[config.mk]
export PLATFORM = sky130hd
export DESIGN_NAME = pwm_capture
export DESIGN_NICKNAME = d
export VERILOG_FILES = /design/src/rtl/pwm_capture.sv
export SDC_FILE = /design/constraint.sdc
export NUM_CORES = 1
export LEC_CHECK = 0
export ABC_AREA = 1
export BUFFER_PORTS_ARGS = -buffer_cell sky130_fd_sc_hd__buf_2
export CORE_MARGIN = 3
export CORE_UTILIZATION = 30
export DETAILED_ROUTE_END_ITERATION = 12
export HOLD_SLACK_MARGIN = 0.03
export PLACE_DENSITY = 0.48
export SLEW_MARGIN = 40
export SYNTH_ARGS = -nofsm -noshare
export SYNTH_HDL_FRONTEND = slang
export SYNTH_SLANG_ARGS = --single-unit
[constraint.sdc]
create_clock -name clk -period 2.3 [get_ports clk]
set_clock_uncertainty 0.2 [all_clocks]
set_input_delay 0.115 -clock clk [delete_from_list [all_inputs] [get_ports clk]]
set_output_delay 0.115 -clock clk [all_outputs]
set_load 0.005 [all_outputs]
[src/rtl/pwm_capture.sv]
// PWM capture: measures period and high time of an asynchronous PWM input and
// converts them to an 8-bit duty value with a serial restoring divider.
module pwm_capture #(
  parameter int CNT_W       = 16,
  parameter int TIMEOUT     = 1024,
  parameter int SYNC_STAGES = 2
) (
  input  logic             clk,
  input  logic             rst,
  input  logic             pwm_in,
  output logic [7:0]       duty_cycle,
  output logic [CNT_W-1:0] period,
  output logic [CNT_W-1:0] high_time,
  output logic             duty_valid,
  output logic             stuck,
  output logic             overrun
);

  // state   | meaning
  // IDLE    | after reset, waiting for the first rise (first period is partial)
  // MEASURE | counting period/high time between rises
  // STUCK   | no rise for TIMEOUT cycles, line declared stuck at its level
  typedef enum logic [1:0] {IDLE, MEASURE, STUCK} state_t;

  localparam logic [CNT_W-1:0] CNT_MAX   = '1;
  localparam logic [CNT_W-1:0] CNT_ONE   = CNT_W'(1);
  localparam logic [CNT_W-1:0] TIMEOUT_C = CNT_W'(TIMEOUT);

  state_t state_q, state_nx;

  logic [SYNC_STAGES-1:0] sync_q;
  logic                   s, s_d, rise;
  logic [CNT_W-1:0]       period_cnt, high_cnt;
  logic [CNT_W-1:0]       plen_q, hlen_q, rem_q, rem_nx;
  logic [CNT_W:0]         rem_sh;
  logic [7:0]             quo_q, q_fin;
  logic [2:0]             it_q;
  logic                   busy_q, clamp_q, ge, div_done;
  logic                   start_req, start, enter_stuck, stuck_pend_q;

  assign s    = sync_q[SYNC_STAGES-1];
  assign rise = s & ~s_d;

  always_ff @(posedge clk or negedge rst) begin
    if (!rst) begin
      sync_q <= '0;
      s_d    <= 1'b0;
    end else begin
      if (SYNC_STAGES > 1) sync_q <= {sync_q[SYNC_STAGES-2:0], pwm_in};
      else                 sync_q <= pwm_in;
      s_d <= s;
    end
  end

  always_ff @(posedge clk or negedge rst) begin
    if (!rst) state_q <= IDLE;
    else      state_q <= state_nx;
  end

  always_comb begin
    state_nx    = state_q;
    enter_stuck = 1'b0;
    start_req   = 1'b0;
    case (state_q)
      IDLE:    if (rise) state_nx = MEASURE;
      MEASURE: begin
        if (rise) begin
          start_req = 1'b1;
        end else if (period_cnt >= TIMEOUT_C) begin
          enter_stuck = 1'b1;
          state_nx    = STUCK;
        end
      end
      STUCK:   if (rise) state_nx = MEASURE;
      default: state_nx = IDLE;
    endcase
  end

  always_ff @(posedge clk or negedge rst) begin
    if (!rst) begin
      period_cnt <= '0;
      high_cnt   <= '0;
    end else if (rise) begin
      period_cnt <= CNT_ONE;
      high_cnt   <= CNT_ONE;
    end else if (state_q == MEASURE) begin
      if (period_cnt != CNT_MAX)     period_cnt <= period_cnt + CNT_ONE;
      if (s && high_cnt != CNT_MAX)  high_cnt   <= high_cnt + CNT_ONE;
    end
  end

  // One quotient bit per cycle; a rise on the final iteration may start anew.
  assign rem_sh   = {rem_q, 1'b0};
  assign ge       = rem_sh >= {1'b0, plen_q};
  assign rem_nx   = ge ? CNT_W'(rem_sh - {1'b0, plen_q}) : rem_sh[CNT_W-1:0];
  assign q_fin    = clamp_q ? 8'hFF : {quo_q[6:0], ge};
  assign div_done = busy_q && (it_q == 3'd7);
  assign start    = start_req && (!busy_q || div_done);

  always_ff @(posedge clk or negedge rst) begin
    if (!rst) begin
      plen_q  <= '0;
      hlen_q  <= '0;
      rem_q   <= '0;
      quo_q   <= '0;
      it_q    <= '0;
      busy_q  <= 1'b0;
      clamp_q <= 1'b0;
    end else begin
      if (busy_q) begin
        rem_q <= rem_nx;
        quo_q <= {quo_q[6:0], ge};
        it_q  <= it_q + 3'd1;
        if (div_done) busy_q <= 1'b0;
      end
      if (start) begin
        plen_q  <= period_cnt;
        hlen_q  <= high_cnt;
        rem_q   <= high_cnt;
        quo_q   <= '0;
        it_q    <= '0;
        busy_q  <= 1'b1;
        clamp_q <= high_cnt >= period_cnt;
      end
    end
  end

  // A timeout coinciding with a divider result is deferred by one cycle.
  always_ff @(posedge clk or negedge rst) begin
    if (!rst) begin
      duty_cycle   <= '0;
      period       <= '0;
      high_time    <= '0;
      duty_valid   <= 1'b0;
      stuck        <= 1'b0;
      overrun      <= 1'b0;
      stuck_pend_q <= 1'b0;
    end else begin
      duty_valid   <= 1'b0;
      overrun      <= start_req && busy_q && !div_done;
      stuck_pend_q <= enter_stuck && div_done;
      if (div_done) begin
        duty_cycle <= q_fin;
        period     <= plen_q;
        high_time  <= hlen_q;
        duty_valid <= 1'b1;
      end
      if ((enter_stuck && !div_done) || stuck_pend_q) begin
        stuck      <= 1'b1;
        duty_cycle <= s ? 8'hFF : 8'h00;
        period     <= '0;
        high_time  <= '0;
        duty_valid <= 1'b1;
      end
      if (state_q == STUCK && rise) stuck <= 1'b0;
    end
  end

endmodule

==> impl_metrics.csv <==
group,metric,value,unit
clocking,clkTransAtPathRegs,0.06,ns
drt,avgViaCountPerCell,4.716,
logic_synthesis,yosysTopAreaCellShare,0.4547,
placement,io_buffers,45,
clocking,cts_sinks,141,
clocking,clkLatencyLatePin,0.43,ns
setup_path,worstSetupEndpointType,"flop",
timing,worst_pin_slew,0.4842,ns
logic_synthesis,yosys-top-cells-count,"247 x nand2_1, 141 x dfrtp_1, 121 x inv_1",
logic_synthesis,yosysMostFrequentCell,"nand2_1",
clocking,root_buffer,"clkbuf_16",
timing,setup_viol,0,
grt,use_met1,0.2374,
logic_synthesis,yosysWarnings,0,
timing,fmax,0.4593,GHz
setup_path,startpoint_type,"flop",
floorplan,std_cell_rows,58,
grt,grt-ovfl-total,0,
setup_path,crit_buf_inv,3,
setup_path,crit_path_max_incr_delay,0.36,ns
status,status,"completed",
timing,relSlewSlack,0.6772,
final_layout,area_growth,22.88,%
setup_path,worstPathCellList,"inv_1, ha_1, buf_4, nand2_1, nor2_1, and2_1, nand2_2, nand2_2, buf_4, nand2_1, o21ai_1, nand2_1",
clocking,cts_tree,"done",
drt,routed_wl,22.70,mm
logic_synthesis,synth_cell_types,36,
floorplan,io_pins,46,
min_path,hold_class,"input pin to async pin",
floorplan,fp.dieW,166.8,µm
logic_synthesis,synth_area,7760,µm²
final_layout,n_antenna_cell,0,
setup_path,arrival,2.30,ns
drt,drc,0,
drt,routedWlPerCell,16.06,µm
placement,place_area,8755,µm²
drt,firstDrtPassIters,5,
timing,finalHoldViolations,0,
clocking,clockBufferDepth,2,
logic_synthesis,synth.avg_cell_area,7.975,µm²
grt,grtUsageMet3,0.02587,
grt,grt_first_pass_wirelength,37.14,mm
power,p_leak,4.533,nW
logic_synthesis,synthFlopType,"dfrtp_1",
placement,dp.cells,1380,
logic_synthesis,synth_edf_count,0,
timing,fin_crit,2.177,ns
logic_synthesis,ys_async_sr_fraction,1.000,
logic_synthesis,netlist_top_cells_area,"dfrtp_1 45%, nand2_1 12%, ha_1 6.0%",
grt,grt_max_degree,85,
grt,antenna_found_initial,0,
clocking,numCtsBuffers,17,
drt,drt-initial-drc-count,578,
setup_path,slowest_stage,"dfrtp_1",
placement,dp_hpwl,17.06,mm
floorplan,core,25330,µm²
setup_path,cp_max_fo,9,
drt,via_count,6669,
setup_path,worstSetupPathType,"flop to flop",
final_layout,layoutNonFillerInstCount,1414,
logic_synthesis,ys_ff_latch,141,
setup_path,cp_common_cell,"nand2_1",
floorplan,die_h,166.8,µm
grt,grt_use_met2,0.2679,
job,cap_violations,0,
final_layout,final_area,9535,µm²
logic_synthesis,yosysTopAreaCell,"dfrtp_1",
setup_path,crit_family,"simple AND/OR/NAND/NOR gates",
timing,fin_crit_sh,0.9465,
logic_synthesis,syn-num-nets,1014,
grt,grt-busiest-layer,"met2",
power,irDropWorstVdd,0.5296,mV
logic_synthesis,syn_inst,973,
final_layout,drive_above_1_share,0.1753,
clocking,htree_levels,4,
grt,grt_pass1_vias,6743,
logic_synthesis,yosysSeqAreaShare,0.4547,
floorplan,die_area,27830,µm²
floorplan,start_util,0.3064,
placement,gp_congestion,0.8638,
final_layout,fin_nets,1112,
setup_path,cp.required,2.42,ns
timing,maxSlewViolCount,0,
drt,final_antenna_net_count,0,
power,power_density,1115,nW/µm²
grt,track_usage,0.1682,
==> layer usage <==
layer	routed length (µm)	up-vias	part of all wire
li1	-	3392	-
met1	10890	3127	0.48
met2	10600	123	0.47
met3	786	27	0.035
met4	431	0	0.019
met5	0	-	0
==> per-stage QoR <==
step | setup WS, ns | hold WS, ns | setup TNS, ns | util | power (mW)
floorplan | 0.3248 | -0.3806 | 0 | - | 6.115
global placement | -0.03988 | -0.06017 | -0.3250 | 0.3457 | 7.612
detailed placement | -0.04946 | -0.06196 | -0.4518 | 0.3457 | 7.629
CTS | 0.003102 | 0.07016 | 0 | 0.3700 | 10.44
global route | -0.01635 | 0.09314 | -0.02265 | 0.3765 | 11.51
finish | 0.1230 | 0.04588 | 0 | 0.3765 | 10.63
==> cell type report <==
cell class	count	area [µm²]
Tap cell	330	412.9
Clock buffer	18	439.2
Fill cell	2682	15790
Inverter	131	496.7
Sequential cell	141	3528
Timing Repair Buffer	109	767.0
Multi-Input combinational cell	671	3741
Clock inverter	14	150.1
==> flip-flops by register name, indices dropped and copies added, names as in the netlist, 2 cells and up <==
register	cells
quo_q	7
high_cnt	16
sync_q	2
period	16
rem_q	16
plen_q	16
period_cnt	16
state_q	2
duty_cycle	8
high_time	16
it_q	3
hlen_q	16
==> final timing paths <==
kind                            slack [ns]             startpoint  cells after the start                    end
max in group asynchronous             1.43                    rst                      3  plen_q[1]$_DFFE_PN0P_
worst min-delay path                  0.05                    rst                      3   rem_q[6]$_DFFE_PN0P_
worst max register to register        0.12  plen_q[9]$_DFFE_PN0P_                     12  rem_q[13]$_DFFE_PN0P_
worst max-delay path                  0.12  plen_q[9]$_DFFE_PN0P_                     12  rem_q[13]$_DFFE_PN0P_
min in group clk                      0.12                 pwm_in                      2    sync_q[0]$_DFF_PN0_
worst min register to register        0.16    sync_q[0]$_DFF_PN0_                      0    sync_q[1]$_DFF_PN0_
==> placed cells by master, fill, tap and decap left out, types with 2 or more instances in the layout <==
cell type / netlist / layout
o31ai_1: 29 / 29
xor2_1: 19 / 19
buf_4: 2 / 58
o21ai_0: 73 / 70
nand3_1: 55 / 55
a21oi_2: 0 / 3
clkinvlp_4: 0 / 2
nand2_1: 247 / 243
ha_1: 37 / 27
buf_2: 14 / 44
xnor2_1: 3 / 3
o21bai_1: 9 / 9
clkbuf_16: 0 / 17
nand2_4: 2 / 3
buf_12: 0 / 4
nand4_1: 17 / 17
nor3_2: 0 / 2
o22ai_1: 7 / 7
a22o_1: 5 / 5
o21ai_1: 9 / 12
clkinv_4: 0 / 3
nand3b_1: 13 / 13
inv_1: 121 / 113
inv_6: 0 / 5
dfrtp_1: 141 / 141
inv_2: 9 / 17
nor3_1: 19 / 17
nor2_2: 6 / 7
dlygate4sd3_1: 0 / 2
ha_4: 0 / 10
nand2_2: 3 / 6
nor2_1: 61 / 59
a21oi_1: 49 / 46
inv_8: 0 / 2
==> where the power goes <==
group          total, mW  switching (mW)  leakage, nW  internal, mW
Sequential          3.41           0.411         1.84          3.00
Combinational       4.45            2.58         2.41          1.88
Clock               2.76            1.21        0.284          1.56
Total               10.6            4.20         4.53          6.43
==> cell families after synthesis <==
kind of cell	synth area share
xor gates and xnor gates	0.02483
DFF	0.4547
adders and majority gates	0.06224
buffers and inverters	0.08529
AOI/OAI and AO/OA	0.1353
and+or+nand+nor	0.2377
==> tightest hold or removal path, cell delays in order <==
cell           delay, ns
dlygate4sd3_1       0.55
buf_6               0.12
buf_12              0.27
==> repair_timing <==
item                       in CTS  in global routing
hold endpoints to repair      142                  0
hold buffers                    2                  0
gates resized for setup         2                 35
setup endpoints to repair      12                 21
setup buffers                   0                  0
pin swaps                       0                  0
Power figures use the tool's default switching activity.
